File: config.mk
export PLATFORM = sky130hd
export DESIGN_NAME = wb_arb_stage
export DESIGN_NICKNAME = d
export VERILOG_FILES = /design/src/rtl/wb_arb_stage.sv
export SDC_FILE = /design/constraint.sdc
export NUM_CORES = 1
export LEC_CHECK = 0
export CORE_MARGIN = 2
export CORE_UTILIZATION = 49
export CTS_CLUSTER_SIZE = 25
export DETAILED_ROUTE_END_ITERATION = 7
export PLACE_DENSITY = 0.8
export SLEW_MARGIN = 0
export SYNTH_ARGS = -nofsm -noshare
export SYNTH_HDL_FRONTEND = slang
export SYNTH_SLANG_ARGS = --single-unit
File: constraint.sdc
create_clock -name clk -period 3.65 [get_ports clk]
set_input_delay 1.095 -clock clk [delete_from_list [all_inputs] [get_ports clk]]
set_output_delay 1.095 -clock clk [all_outputs]
set_load 0.05 [all_outputs]
File: src/rtl/wb_arb_stage.sv
// ---------------------------------------------------------------------------
// wb_arb_stage
//
// Write-back arbitration stage. Main-pipe results are captured into a single
// stage register and written to the register file one cycle later.
// Long-latency (mul/div) results are parked in a small FIFO and written
// whenever the main pipe leaves the RF write port free. If the FIFO head
// waits STARVE_MAX consecutive cycles, the stage stalls upstream for one
// cycle. In that cycle the head takes the port and the pending main write is
// held in the stage register.
//
// Ports
//   clk, arst_n          clock, asynchronous active-low reset
//   in_valid             main-pipe instruction present
//   in_opr_res ..        candidate write data (selected by in_wb_sel)
//   in_rd, in_rf_en      destination register, instruction writes RF
//   in_wb_sel            0 opr_res, 1 lsu_rdata, 2 pc4, 3 csr_rdata
//   flush                kill the main-pipe instruction being captured
//   ll_valid/data/rd     long-latency result offered to the queue
//   ll_ready             queue can accept a long-latency result
//   stall                upstream must hold main-pipe inputs this cycle
//   rf_we/waddr/wdata    single register-file write port (zeros when idle)
// ---------------------------------------------------------------------------
module wb_arb_stage #(
    parameter int XLEN       = 32,
    parameter int REG_AW     = 5,
    parameter int LQ_DEPTH   = 4,
    parameter int STARVE_MAX = 8
) (
    input  logic              clk,
    input  logic              arst_n,
    input  logic              in_valid,
    input  logic [XLEN-1:0]   in_opr_res,
    input  logic [XLEN-1:0]   in_lsu_rdata,
    input  logic [XLEN-1:0]   in_pc4,
    input  logic [XLEN-1:0]   in_csr_rdata,
    input  logic [REG_AW-1:0] in_rd,
    input  logic              in_rf_en,
    input  logic [1:0]        in_wb_sel,
    input  logic              flush,
    input  logic              ll_valid,
    input  logic [XLEN-1:0]   ll_data,
    input  logic [REG_AW-1:0] ll_rd,
    output logic              ll_ready,
    output logic              stall,
    output logic              rf_we,
    output logic [REG_AW-1:0] rf_waddr,
    output logic [XLEN-1:0]   rf_wdata
);

    localparam int PTR_W = $clog2(LQ_DEPTH);
    localparam int CNT_W = $clog2(STARVE_MAX + 1);

    // Stage register
    logic              r_valid;
    logic              r_rf_en;
    logic [REG_AW-1:0] r_rd;
    logic [XLEN-1:0]   r_data;

    // Long-latency queue. Pointers carry one extra wrap bit so full and
    // empty can be told apart when the index bits match.
    logic [XLEN-1:0]   r_lq_data [LQ_DEPTH];
    logic [REG_AW-1:0] r_lq_rd   [LQ_DEPTH];
    logic [PTR_W:0]    r_wr_ptr;
    logic [PTR_W:0]    r_rd_ptr;

    // Consecutive cycles the queue head has waited without being written
    logic [CNT_W-1:0]  r_starve;

    logic              w_empty;
    logic              w_full;
    logic              w_enq;
    logic              w_deq;
    logic              w_stall;
    logic              w_main_wr;
    logic [XLEN-1:0]   w_sel_data;
    logic [XLEN-1:0]   w_head_data;
    logic [REG_AW-1:0] w_head_rd;

    assign w_empty   = (r_wr_ptr == r_rd_ptr);
    assign w_full    = (r_wr_ptr[PTR_W-1:0] == r_rd_ptr[PTR_W-1:0]) &&
                       (r_wr_ptr[PTR_W] != r_rd_ptr[PTR_W]);
    assign w_enq     = ll_valid & ~w_full;
    assign w_stall   = (r_starve == CNT_W'(STARVE_MAX));
    assign w_main_wr = r_valid & r_rf_en;
    // The head owns the port when the main pipe leaves it free, or
    // unconditionally when it has starved long enough to force a stall.
    assign w_deq     = ~w_empty & (w_stall | ~w_main_wr);

    assign w_head_data = r_lq_data[r_rd_ptr[PTR_W-1:0]];
    assign w_head_rd   = r_lq_rd[r_rd_ptr[PTR_W-1:0]];

    assign ll_ready = ~w_full;
    assign stall    = w_stall;

    always_comb begin
        w_sel_data = in_opr_res;
        case (in_wb_sel)
            2'd0:    w_sel_data = in_opr_res;
            2'd1:    w_sel_data = in_lsu_rdata;
            2'd2:    w_sel_data = in_pc4;
            default: w_sel_data = in_csr_rdata;
        endcase
    end

    // RF port. Writes to x0 are dropped; a queue head aimed at x0 still
    // dequeues because w_deq does not look at the address.
    always_comb begin
        rf_we    = 1'b0;
        rf_waddr = '0;
        rf_wdata = '0;
        if (w_deq) begin
            if (w_head_rd != '0) begin
                rf_we    = 1'b1;
                rf_waddr = w_head_rd;
                rf_wdata = w_head_data;
            end
        end else if (w_main_wr && (r_rd != '0)) begin
            rf_we    = 1'b1;
            rf_waddr = r_rd;
            rf_wdata = r_data;
        end
    end

    // Stage register: the stall cycle holds it, so the suppressed main
    // write is issued on the following cycle.
    always_ff @(posedge clk or negedge arst_n) begin
        if (!arst_n) begin
            r_valid <= 1'b0;
            r_rf_en <= 1'b0;
            r_rd    <= '0;
            r_data  <= '0;
        end else if (!w_stall) begin
            r_valid <= in_valid & ~flush;
            r_rf_en <= in_rf_en;
            r_rd    <= in_rd;
            r_data  <= w_sel_data;
        end
    end

    // Queue storage. It needs no reset because the pointers define
    // which entries are live.
    always_ff @(posedge clk) begin
        if (w_enq) begin
            r_lq_data[r_wr_ptr[PTR_W-1:0]] <= ll_data;
            r_lq_rd[r_wr_ptr[PTR_W-1:0]]   <= ll_rd;
        end
    end

    // Queue pointers and the starvation counter. Flush does not touch
    // the queue.
    always_ff @(posedge clk or negedge arst_n) begin
        if (!arst_n) begin
            r_wr_ptr <= '0;
            r_rd_ptr <= '0;
            r_starve <= '0;
        end else begin
            if (w_enq) begin
                r_wr_ptr <= r_wr_ptr + (PTR_W+1)'(1);
            end
            if (w_deq) begin
                r_rd_ptr <= r_rd_ptr + (PTR_W+1)'(1);
            end
            if (w_empty || w_deq) begin
                r_starve <= '0;
            end else if (!w_stall) begin
                r_starve <= r_starve + CNT_W'(1);
            end
        end
    end

endmodule

==> results.txt <==
The final layout contains 922 nets. The final standard cell area without fillers is 0.01219 mm2. The worst endpoint required time came out at 2.55 ns. The count of maximum capacitance violations is 0. The total clock buffers created by CTS came out at 17.

Of the available clock period, the critical path in the final layout requires 1.078. The number of unique standard cell types used by synthesis is 28. The die width is 135.9 um.

The checks that failed: negative setup slack. The number of warnings issued by yosys is 0. The net switching share of the total power came out at 0.3759. After synthesis the cells add up to 0.008521 mm2. After global routing the overflow that remains totals 0. Across all layers, the routed design uses 5588 vias. In this run the tightest slew margin relative to its limit is 0.4012. The maximum count of clock buffers along a single path came out at 2. In the routed layout, each cell is associated on average with a via count of 5.731. The post-synthesis net count came out at 689. The total cell area at the placement stage is 0.01139 mm2. The total inserted antenna cells came out at 0.

Setup repair after global routing could not meet its margin everywhere. The initial antenna violation count came out at 0. The clock skew after layout is 0.009098 ns.

The synthesized area divided by synthesized cell count came out at 16.91 um2. The I/O pin total came out at 218. The fraction of power consumed by the clock network is 0.165. The count of hold buffers inserted by post-cts repair is 0. The post-DP HPWL is 14880 um.

The power density over the cells is 878.1 mW/mm2. The count of buffers from port buffering came out at 217. The number of design rule violations left after detail routing came out at 0. The die outline area came out at 0.01846 mm2.

The critical path endpoint category is a primary output. The pin count of the biggest net entering global routing is 41. The number of global-route vias before repair came out at 6074.

In this run the worst hold path is classified as flip-flop to flip-flop. The post-placement worst setup slack is 0.005575 ns. The highest fanout seen on the critical path is 8. The height of the chip is 135.9 um.

The worst endpoint data arrival time came out at 2.84 ns. The net switching component of the power came out at 4025 uW. The sequential cell area fraction in the yosys report came out at 0.6655.

The internal power contribution is 6683 uW. The number of failing hold endpoints at the final stage is 0. The filler cells instantiated in the layout total 1131. The number of failing setup endpoints in the final timing report is 33. The fraction of power consumed by combinational cells came out at 0.547. The post-detailed-routing wire length came out at 22120 um. The clock tree from TritonCTS is built. The area of the core came out at 0.01718 mm2. At the end of routability-driven placement, the weighted congestion stood at 0.7657. The critical path is of the flip-flop to primary output type. The number of core rows is 48. Before antenna repair, the detailed router went through 5 iterations.

The ratio of cells with drive above 1 in the final layout came out at 0.2493. The clock insertion delay at the later pin of the skew report came out at 0.43 ns. The effective utilization at floorplan came out at 0.4961. The share of total power dissipated in sequential elements is 0.288. In this run the remaining antenna-violating nets after routing total 0.

The final critical path time including I/O delays and setup is 3.936 ns. The cell chosen for the clock root is sky130_fd_sc_hd__clkbuf_16. The total global routing track utilization came out at 0.2515. The count of final max-slew check failures is 0. The maximum ir drop on the vdd rail came out at 0.8067 mV. The clock sink count is 197. The flow ran to the end, but the final reports show violations. The first-pass GRT wire length came out at 33440 um. The cell count after synthesis is 504. The post-layout worst setup margin is -0.2864 ns. The actual transition at the worst max-transition pin came out at 0.8983 ns. Summed over all cells, the static leakage comes to 0.004568 uW. The category of the worst setup path launch point is a flip-flop.

Based on the critical path, the design can be clocked at up to 254.0 MHz. The number of register bits inferred by synthesis is 197. The detailed-route wire length per cell is 22.69 um. The clock-pin slew on the worst setup and hold paths is 0.07 ns. The number of levels in the clock H-tree is 4.

The area growth from synthesis to layout is 43.11%. The first-iteration detailed-routing DRC count is 348.
## power by group through the flow
stage	logic [uW]	registers (uW)	clock network [uW]
6_report	5860	3080	1760
5_1_grt	6100	3120	1880
4_1_cts	5770	3080	1800
3_5_place_dp	5410	3120	0
3_3_place_gp	5330	3090	0
2_1_floorplan	3010	3060	0
## worst max-delay path: stages (launching register included)
cell                      delay, ns
sky130_fd_sc_hd__dfrtp_2       0.42
sky130_fd_sc_hd__buf_12        0.12
sky130_fd_sc_hd__mux4_2        0.51
sky130_fd_sc_hd__or4_4         0.64
sky130_fd_sc_hd__o21a_4        0.32
sky130_fd_sc_hd__a22o_1        0.24
sky130_fd_sc_hd__buf_12        0.16
## sequential cells by signal, indices dropped and copies added (netlist names), 3 cells and up
name / count
r_data: 32
r_lq_rd: 20
r_lq_data: 128
r_rd: 5
r_wr_ptr: 3
r_starve: 4
r_rd_ptr: 3
## path summary, 6_finish.rpt
check                            startpoint              end  slack (ns)  depth (start not counted)
worst max-delay path            r_rd_ptr[0]      rf_wdata[3]       -0.29                          6
worst min-delay path             r_data[17]       r_data[17]        0.47                          2
worst max register to register  r_rd_ptr[0]  r_lq_data[3][1]        1.11                          5
worst min register to register   r_data[17]       r_data[17]        0.47                          2
max in group asynchronous            arst_n       r_data[23]        2.09                          2
min in group asynchronous            arst_n        r_data[1]        0.79                          1
## per-layer routing
metal  GRT usage  wire [um]  part of all wire  up-vias
li1            -          -                 -     2432
met2      0.4481      11920              0.54      237
met5           0          0                 0        -
met1      0.2893       8025              0.36     2881
met3     0.06674       1639             0.074       38
met4      0.1013        541             0.024        0
## cell usage after synthesis, drive strengths merged
library cell,n,area share
a31oi,1,0.00073
nand3,4,0.0023
clkbuf,18,0.0079
ha,7,0.010
mux4,69,0.18
a21oi,1,0.00059
a32oi,1,0.0010
xor2,4,0.0041
dfrtp,49,0.14
edfxtp,148,0.52
and2,5,0.0037
xnor2,6,0.0062
o21ai,4,0.0023
a22o,35,0.036
nand3b,2,0.0018
nand2,122,0.054
buf,12,0.0097
nor2,4,0.0018
o21a,1,0.0018
or4,2,0.0022
or2,1,0.00073
inv,6,0.0026
clkinv,1,0.00044
mux2,1,0.0013
## cells by family (layout without fill, tap and decap cells)
logic type                 Yosys count  in the layout  synth area share
buffers and inverters               37            279           0.02070
AOI/OAI and AO/OA                   43             47           0.04244
DFF                                197            197            0.6655
and+or+nand+nor                    140            140           0.06623
xor gates and xnor gates            10             10           0.01028
adders and majority gates            7              7           0.01028
muxes                               70             70            0.1846
## layout by cell type (no fill, tap or decap), types with 5 or more instances in the layout
| master | Yosys | routed |
|---|---|---|
| sky130_fd_sc_hd__clkdlybuf4s50_1 | 0 | 175 |
| sky130_fd_sc_hd__edfxtp_1 | 148 | 148 |
| sky130_fd_sc_hd__nand2_1 | 122 | 122 |
| sky130_fd_sc_hd__mux4_2 | 67 | 67 |
| sky130_fd_sc_hd__dfrtp_1 | 49 | 47 |
| sky130_fd_sc_hd__buf_12 | 0 | 42 |
| sky130_fd_sc_hd__a22o_1 | 35 | 26 |
| sky130_fd_sc_hd__buf_4 | 0 | 19 |
| sky130_fd_sc_hd__clkbuf_16 | 0 | 17 |
| sky130_fd_sc_hd__a22o_4 | 0 | 9 |
| sky130_fd_sc_hd__ha_1 | 7 | 7 |
| sky130_fd_sc_hd__inv_1 | 6 | 6 |
| sky130_fd_sc_hd__o21a_4 | 1 | 5 |
| sky130_fd_sc_hd__clkinv_4 | 0 | 5 |
## area by class of cell
type                       instances  area [um2]  area share
clock buffer                      23       467.9     0.03837
clock inverter                     9       96.34    0.007901
inverter                           7       26.28    0.002155
multi-input combinational        274        2888      0.2368
sequential                       197        5673      0.4652
tap                              225       281.5     0.02309
timing repair buffer             240        2761      0.2265
## what timing repair did
action,4_1_cts,5_1_grt
buffers inserted,2,1
cloned,4,0
endpoints found under the setup margin,38,38
pin swaps,4,2
resized for setup,12,9
## through the flow
stage                     total power (uW)  setup TNS, ns  hold slack [ns]    util  std cells
after CTS                            10640         -9.954           0.4687  0.7046        974
after floorplan                       6064              0           0.4304       -        504
after global placement                8420              0           0.4444  0.6633        936
after global routing                 11100         -11.62           0.4974  0.7099        975
final                                10710         -8.954           0.4719  0.7099        975
after detailed placement              8535              0           0.4545  0.6633        936
Note: power is estimated with default switching activity, not from simulation.
